[config.mk]
export PLATFORM = sky130hd
export DESIGN_NAME = order_issuer
export DESIGN_NICKNAME = d
export VERILOG_FILES = /design/src/rtl/order_issuer.sv
export SDC_FILE = /design/constraint.sdc
export NUM_CORES = 1
export LEC_CHECK = 0
export ABC_AREA = 1
export CAP_MARGIN = 20
export CORE_AREA = 2 2 212 172
export DETAILED_ROUTE_END_ITERATION = 10
export DIE_AREA = 0 0 214 174
export PLACE_DENSITY = 0.75
export SLEW_MARGIN = 30
export SYNTH_ARGS = -nofsm -noshare
export SYNTH_HDL_FRONTEND = slang
export SYNTH_SLANG_ARGS = --single-unit
[constraint.sdc]
create_clock -name clk -period 12.7 [get_ports clk]
set_input_delay 2.54 -clock clk [delete_from_list [all_inputs] [get_ports clk]]
set_output_delay 2.54 -clock clk [all_outputs]
set_load 0.005 [all_outputs]
[src/rtl/order_issuer.sv]
// Order issuer: stages one action set per stock, issues up to three market orders under a
// per-stock/per-market position limit into a FWFT FIFO. Optional macro: ORDER_DEDUP_EN.
module order_issuer #(
    parameter int FIFO_DEPTH = 8,
    parameter int POS_LIMIT  = 7,
    localparam int AW        = $clog2(FIFO_DEPTH)
) (
    input  logic          clk,
    input  logic          reset,
    input  logic          in_valid,
    output logic          in_ready,
    input  logic [1:0]    stock_id,
    input  logic [1:0]    action_a,
    input  logic [1:0]    action_b,
    input  logic [1:0]    action_c,
    input  logic [15:0]   price_a,
    input  logic [15:0]   price_b,
    input  logic [15:0]   price_c,
    output logic          ord_valid,
    input  logic          ord_ready,
    output logic [1:0]    ord_market,
    output logic          ord_side,
    output logic [1:0]    ord_stock,
    output logic [15:0]   ord_price,
    output logic [AW:0]   fifo_count,
    output logic [7:0]    drop_count,
    output logic [1:0]    dbg_state
);

    // Handshakes: a transfer happens on a rising edge where valid and ready are both 1;
    // valid never waits on ready, and the FIFO head is held stable while valid && !ready.

    typedef enum logic [1:0] {IDLE, ISSUE_A, ISSUE_B, ISSUE_C} state_t;

    localparam logic [1:0]        ACT_HOLD = 2'b00;
    localparam logic [1:0]        ACT_BUY  = 2'b01;
    localparam logic [1:0]        ACT_SELL = 2'b10;
    localparam logic signed [7:0] LIM      = 8'(POS_LIMIT);
    localparam logic signed [7:0] NEG_LIM  = -LIM;
    localparam logic [AW:0]       DEPTH_C  = (AW + 1)'(FIFO_DEPTH);

    state_t             state_q, state_d;
    logic [1:0]         stg_stock_q, stg_stock_d;
    logic [1:0]         stg_act_q [3];
    logic [1:0]         stg_act_d [3];
    logic [15:0]        stg_price_q [3];
    logic [15:0]        stg_price_d [3];
    logic signed [7:0]  pos_q [4][3];
    logic signed [7:0]  pos_d [4][3];
    logic [7:0]         drop_q, drop_d;
    logic [AW-1:0]      wr_ptr_q, wr_ptr_d, rd_ptr_q, rd_ptr_d;
    logic [AW:0]        count_q, count_d;
    logic [20:0]        mem_q [FIFO_DEPTH];
    logic [20:0]        mem_d [FIFO_DEPTH];
`ifdef ORDER_DEDUP_EN
    logic [1:0]         last_action_q [4][3];
    logic [1:0]         last_action_d [4][3];
`endif

    logic [1:0]         in_act [3];
    logic [15:0]        in_price [3];
    logic [1:0]         slot;
    logic [1:0]         cur_act;
    logic signed [7:0]  cur_pos;
    logic               is_buy, is_sell, allow, full, push, pop, drop;
    logic [20:0]        head;

    always_comb begin
        in_act[0]   = (action_a == 2'b11) ? ACT_HOLD : action_a;
        in_act[1]   = (action_b == 2'b11) ? ACT_HOLD : action_b;
        in_act[2]   = (action_c == 2'b11) ? ACT_HOLD : action_c;
        in_price[0] = price_a;
        in_price[1] = price_b;
        in_price[2] = price_c;
    end

    always_comb begin
        state_d     = state_q;
        stg_stock_d = stg_stock_q;
        stg_act_d   = stg_act_q;
        stg_price_d = stg_price_q;
        pos_d       = pos_q;
        drop_d      = drop_q;
        wr_ptr_d    = wr_ptr_q;
        rd_ptr_d    = rd_ptr_q;
        count_d     = count_q;
        mem_d       = mem_q;
`ifdef ORDER_DEDUP_EN
        last_action_d = last_action_q;
`endif
        in_ready = (state_q == IDLE);

        case (state_q)
            ISSUE_B: slot = 2'd1;
            ISSUE_C: slot = 2'd2;
            default: slot = 2'd0;
        endcase
        cur_act = stg_act_q[slot];
        cur_pos = pos_q[stg_stock_q][slot];
        is_buy  = (state_q != IDLE) && (cur_act == ACT_BUY);
        is_sell = (state_q != IDLE) && (cur_act == ACT_SELL);
        allow   = (is_buy && (cur_pos < LIM)) || (is_sell && (cur_pos > NEG_LIM));
        // Fullness is judged on the pre-pop count, so a full FIFO blocks a push even when popping.
        full    = (count_q == DEPTH_C);
        push    = allow && !full;
        drop    = (is_buy || is_sell) && !allow;
        pop     = (count_q != '0) && ord_ready;

        case (state_q)
            IDLE: begin
                if (in_valid) begin
                    stg_stock_d = stock_id;
                    for (int m = 0; m < 3; m++) begin
                        stg_price_d[m] = in_price[m];
`ifdef ORDER_DEDUP_EN
                        stg_act_d[m] = (in_act[m] == last_action_q[stock_id][m]) ? ACT_HOLD
                                                                                 : in_act[m];
                        last_action_d[stock_id][m] = in_act[m];
`else
                        stg_act_d[m] = in_act[m];
`endif
                    end
                    state_d = ISSUE_A;
                end
            end
            ISSUE_A: if (!(allow && full)) state_d = ISSUE_B;
            ISSUE_B: if (!(allow && full)) state_d = ISSUE_C;
            default: if (!(allow && full)) state_d = IDLE;
        endcase

        if (push) begin
            pos_d[stg_stock_q][slot] = is_buy ? (cur_pos + 8'sd1) : (cur_pos - 8'sd1);
            mem_d[wr_ptr_q] = {slot, is_buy, stg_stock_q, stg_price_q[slot]};
            wr_ptr_d = wr_ptr_q + 1'b1;
        end
        if (drop && (drop_q != 8'hFF)) drop_d = drop_q + 8'd1;
        if (pop) rd_ptr_d = rd_ptr_q + 1'b1;
        case ({push, pop})
            2'b10:   count_d = count_q + (AW + 1)'(1);
            2'b01:   count_d = count_q - (AW + 1)'(1);
            default: count_d = count_q;
        endcase
    end

    always_ff @(posedge clk) begin
        if (reset) begin
            state_q     <= IDLE;
            stg_stock_q <= '0;
            for (int m = 0; m < 3; m++) begin
                stg_act_q[m]   <= ACT_HOLD;
                stg_price_q[m] <= '0;
            end
            for (int s = 0; s < 4; s++) begin
                for (int m = 0; m < 3; m++) begin
                    pos_q[s][m] <= '0;
`ifdef ORDER_DEDUP_EN
                    last_action_q[s][m] <= ACT_HOLD;
`endif
                end
            end
            drop_q   <= '0;
            wr_ptr_q <= '0;
            rd_ptr_q <= '0;
            count_q  <= '0;
        end else begin
            state_q     <= state_d;
            stg_stock_q <= stg_stock_d;
            stg_act_q   <= stg_act_d;
            stg_price_q <= stg_price_d;
            pos_q       <= pos_d;
`ifdef ORDER_DEDUP_EN
            last_action_q <= last_action_d;
`endif
            drop_q   <= drop_d;
            wr_ptr_q <= wr_ptr_d;
            rd_ptr_q <= rd_ptr_d;
            count_q  <= count_d;
        end
    end

    // Storage needs no reset: the head is masked to zero whenever the FIFO is empty.
    always_ff @(posedge clk) begin
        mem_q <= mem_d;
    end

    always_comb begin
        ord_valid  = (count_q != '0);
        head       = ord_valid ? mem_q[rd_ptr_q] : 21'd0;
        ord_market = head[20:19];
        ord_side   = head[18];
        ord_stock  = head[17:16];
        ord_price  = head[15:0];
        fifo_count = count_q;
        drop_count = drop_q;
        dbg_state  = state_q;
    end

endmodule

Word level (Yosys, flattened, before mapping)
Cells that the tools add are included.
- register bits: 340
- input port bits: 60
- $add $sub $neg: 7
- order comparisons: 9
- equal/unequal tests: 16
- multiplexer cells: 35
- bitwise logic cells: 4
- reductions and logical operators: 22
- operators by type and width (cell ; count):
    $bwmux 168 ; 1
    $bwmux 96 ; 1
    $mux 21 ; 4
    $mux 24 ; 3
    $bmux 21 s3 ; 1
    $demux 21 s3 ; 1
    $bmux 24 s2 ; 1
    $demux 24 s2 ; 1
    $bmux 16 s2 ; 1
    $mux 16 ; 2
    $mux 8 ; 4
    $mux 2 ; 9
    $bmux 8 s2 ; 1
    $demux 8 s2 ; 1
    $eq 2x2->1 const B ; 7
    $logic_and 1x1->1 ; 12
    $add 8x1->8 const B ; 1
    $add 8x2->8 const B ; 1
    $ge 4x4->1 const B ; 2
    $gt 8x4->1 const B ; 1
    $lt 8x4->1 const B ; 1
    $ne 2x2->1 const B ; 4
    $ne 8x8->1 const B ; 1
    $not 3->4 ; 2
    21 further kinds ; 30

Longest topological paths before layout
- depth after elaboration: 13
- mapped depth: 24

Worst setup path after synthesis
Ideal clock, no wire load.
- kind: register -> register
- start point: reg state_q[0], in the netlist dbg_state[0]
- end point: reg mem_q[42] (netlist bit) (enable)
- library setup time: 426 ps
- data arrival time: 3847 ps
- data required time: 12274 ps
- slack: 8428 ps
- stages on the path, launching flop included: 15
- buffers on the path: 2
- cells stage by stage: dfxtp_1 inv_1 ha_1 inv_1 nor2_4 buf_2 nand2_1 o211ai_1 nand3b_1 inv_2 nand2_4 nand2_4 buf_12 nand2_4 nor3_1
- word-level cells in the longest chain between the ends: 11
- elaborated cells between the ends (all ways): 21
- RTL lines (item ; line ; source):
    start, declared ; 42 ; state_t state_q, state_d;
    start signal, assigned ; 166 ; state_q <= state_d;
    $eq 2x2->1 ; 93 ; case (state_q)
    $pmux 2 s2 * ; 93 ;
    net slot[0] ; 62 ; logic [1:0] slot;
    $not 2->3 (not written as such) * ; 98 ; cur_act = stg_act_q[slot];
    $bmux 2 s2 * ; 98 ;
    $mux 2 (not written as such) * (2 in a row) ; 98 ;
    $eq 2x1->1 * ; 100 ; is_buy = (state_q != IDLE) && (cur_act == ACT_BUY);
    $logic_and 1x1->1 * ; 100 ;
    net is_buy ; 65 ; logic is_buy, is_sell, allow, full, push, pop, drop;
    $logic_and 1x1->1 * ; 102 ; allow = (is_buy && (cur_pos < LIM)) || (is_sell && (cur_pos > NEG_LIM));
    $logic_or 1x1->1 * ; 102 ;
    $logic_and 1x1->1 * ; 105 ; push = allow && !full;
    end signal, assigned ; 183 ; mem_q <= mem_d;
    end, declared ; 53 ; logic [20:0] mem_q [FIFO_DEPTH];
Mark *: on every way through the listed nets, which the timed path passes. The rest lies on a longest branch. The select of a mux whose other input is x is not followed.
A chain may end at the register's enable or synchronous reset.

Worst setup path after layout
- start point: reg rd_ptr_q[0]
- end point: out ord_market[0]
- word-level cells in the longest chain between the ends: 5
- RTL lines (item ; line ; source):
    start, declared ; 51 ; logic [AW-1:0] wr_ptr_q, wr_ptr_d, rd_ptr_q, rd_ptr_d;
    start signal, assigned ; 176 ; rd_ptr_q <= rd_ptr_d;
    $not 3->4 (not written as such) ; 188 ; head = ord_valid ? mem_q[rd_ptr_q] : 21'd0;
    $bmux 21 s3 ; 188 ;
    $mux 21 (not written as such) (2 in a row) ; 188 ;
    $mux 21 ; 188 ;
    end, declared ; 21 ; output logic [1:0] ord_market,
Every way passes these cells. The select of a mux whose other input is x is not followed.

==> run_results.csv <==
group,metric,value,unit
status,status,"complete, no violations",
grt,grt_overflow_total,0,
die,coreArea,0.0353,sq mm
clock_tree,cts_buffers,35,
power,powerDensity,200,mW/mm^2
clock_tree,clk_pin_slew,0.06,ns
power,vdd_drop_max,0.119,mV
worst_setup_path,critPathKind,"reg -> out",
die,die_x,214,um
layout,drive_above_1_share,5.86,%
power,swShare,37.1,%
placement,post-place-ws,7.40,ns
sta,rsz0062_at_grt,"false",
placement,numPortBuffers,96,
route,vias,13000,
layout,area_growth,14.6,%
power,p_clk_share,27.3,%
sta,slew_headroom,39.8,%
synth,yosysSeqAreaShare,54.2,%
clock_tree,cts_tree,"yes",
synth,synth_edf_count,168,
placement,placed_area,0.0169,sq mm
power,combPwrFrac,34.7,%
worst_hold_path,hold_class,"reg -> reg",
worst_setup_path,ff2ff_path_depth,17,
grt,grt_pass1_vias,12000,
grt,track_usage,20.8,%
worst_setup_path,cp-end-kind,"primary output",
grt,grt_max_degree,98,
worst_setup_path,cpMostUsedCell,"o21ai_0",
sta,tightest_slew,0.903,ns
layout,final_area,0.0180,sq mm
route,drcViolationCount,0,
sta,fin_ws,7.19,ns
sta,finalCritPeriodShare,43.4,%
sta,layout_min_cycle_time,5.51,ns
synth,yosys.area.top_type,"edfxtp_1",
clock_tree,cts-hold-fix-buffers,0,
synth,synth_seq_cells,340,
route,drt_iter0_drc,1287,
sta,hold_ws,0.460,ns
route,drt-total-wl,39600,um
sta,fin_setup_tns,0,ns
sta,setup_viol,0,
sta,max_freq,181,MHz
worst_setup_path,cpMaxStageDelayCell,"buf_4",
worst_setup_path,cp.required,10.16,ns
sta,clock_skew,0.0212,ns
power,p_leak,0.00727,uW
synth,syn-cell-area,0.0157,sq mm
layout,fin_nets,2053,
die,die_y,174,um
layout,layout_commonest_cell,"nand2_1",
die,die_area,0.0372,sq mm
placement,gp_congestion,0.951,
die,ioPinCount,97,
power,pwr-share-seq,38.0,%
route,avgRoutedWirePerCell,16.0,um
power,switchingPower,1330,uW
route,first_pass_iters,5,
sta,slew_viol_final,0,
power,power.internal,2260,uW
grt,antenna_found_initial,0,
die,initial_core_util,44.4,%
synth,synthTopCellsByArea,"edfxtp_1 (32%), dfxtp_1 (22%), nand2_1 (11%)",
sta,hold_viol_final,0,
worst_hold_path,hold_depth,2,
run,cap_viol_max_count,0,
synth,synthArstFlopShare,0,%
clock_tree,clock_latency,0.52,ns
worst_setup_path,critPathMaxFanout,85,
die,rows,62,
synth,synth_ff_type,"dfxtp_1",
worst_setup_path,arrival,2.97,ns
synth,yosys_warnings,0,
synth,synthesis.nets,2012,
synth,synth_top_area_share,32.2,%
synth,ys_types,37,
route,viasPerCell,5.25,
clock_tree,cts_max_level,2,
worst_setup_path,max_stage_delay,0.68,ns
clock_tree,ctsResizeCount,0,
clock_tree,clock_path_buffers,3,
grt,grt_pass1_wl,63100,um
clock_tree,clock_sinks,340,
layout,antenna_cells,0,
clock_tree,post_cts_buffers,0,
placement,dpl.hpwl,25000,um
layout,most-common-layout-cells,"nand2_1 (460), nor2_1 (421), o21ai_0 (178)",
synth,syn_inst,1934,
synth,syn_area_per_cell,8.10,sq um
clock_tree,root_buffer,"clkbuf_16",
worst_setup_path,cp_cell_sequence,"buf_4 > o21ai_0 > o22ai_1 > o21ai_0 > a31oi_1 > clkdlybuf4s50_1",
worst_setup_path,cp-start-kind,"flop",
route,drtAntennaViolNets,0,
[registers in the layout (all words and copies together) (netlist names)]
register     cells
stg_act_q        6
fifo_count       4
drop_count       8
stg_price_q     48
stg_stock_q      2
rd_ptr_q         3
wr_ptr_q         3
mem_q          168
dbg_state        2
pos_q           96
[final cells by class]
cell class	count	area (sq um)
Tap cell	480	601
Multi-Input combinational cell	1306	6020
Timing Repair Buffer	115	1100
Inverter	177	672
Fill cell	3217	17300
Clock inverter	15	119
Sequential cell	340	8490
Clock buffer	45	965
[metrics by stage]
step / util (%) / total power (uW) / std cells
2_1_floorplan: - / 2150 / 1934
3_5_place_dp: 47.8 / 2610 / 2418
5_1_grt: 50.9 / 3780 / 2478
6_report: 50.9 / 3590 / 2478
3_3_place_gp: 47.7 / 2570 / 2418
4_1_cts: 50.9 / 3590 / 2478
[final timing paths]
kind	start	endpoint	slack, ns
max reg2reg	dbg_state[0]$_SDFFE_PP0P_	mem_q[106]$_DFFE_PP_	7.30
min	stg_act_q[0]$_SDFFE_PP0P_	stg_act_q[0]$_SDFFE_PP0P_	0.46
min reg2reg	stg_act_q[0]$_SDFFE_PP0P_	stg_act_q[0]$_SDFFE_PP0P_	0.46
max	rd_ptr_q[0]$_SDFFE_PP0P_	ord_market[0]	7.19
[metal layers]
layer	vias to the layer above	share of wire, %	GRT usage, %
met3	69	8.6	4.22
met2	490	44	33.1
met5	-	0	0
met1	6116	45	29.2
li1	6324	-	-
met4	0	2.1	5.27
[cell usage after synthesis (all sizes together) (2+ instances only)]
cell / n
ha: 17
nor2: 428
nand3: 54
nand4: 46
o21ai: 183
nand2: 468
o211a: 2
a31oi: 23
o22ai: 27
clkbuf: 62
xnor2: 5
o211ai: 2
nor3: 7
nand3b: 2
edfxtp: 168
a21oi: 27
a21o: 2
dfxtp: 172
xor2: 11
buf: 49
inv: 177
[power by group through the flow]
stage / logic, uW / clock network, uW / registers, uW
CTS: 1230 / 992 / 1360
global route: 1370 / 1040 / 1370
detailed placement: 1220 / 0 / 1390
floorplan: 782 / 0 / 1370
finish: 1250 / 982 / 1360
global placement: 1190 / 0 / 1380
[cell families (layout without fill, tap and decap cells)]
kind of cell / Yosys count / after routing / share of synthesized area [%]
AOI/OAI and AO/OA: 267 / 267 / 9.16
xor gates and xnor gates: 16 / 16 / 0.894
adders and majority gates: 18 / 18 / 1.48
buffers and inverters: 288 / 352 / 7.89
DFF: 340 / 340 / 54.2
and+or+nand+nor: 1005 / 1005 / 26.4
[critical path, delay by kind of cell (launching register included)]
| family | cells | cell delay (ns) |
|---|---|---|
| DFF | 1 | 0.35 |
| AOI/OAI and AO/OA | 4 | 0.80 |
| buffers and inverters | 2 | 1.25 |
Power figures use the tool's default switching activity.
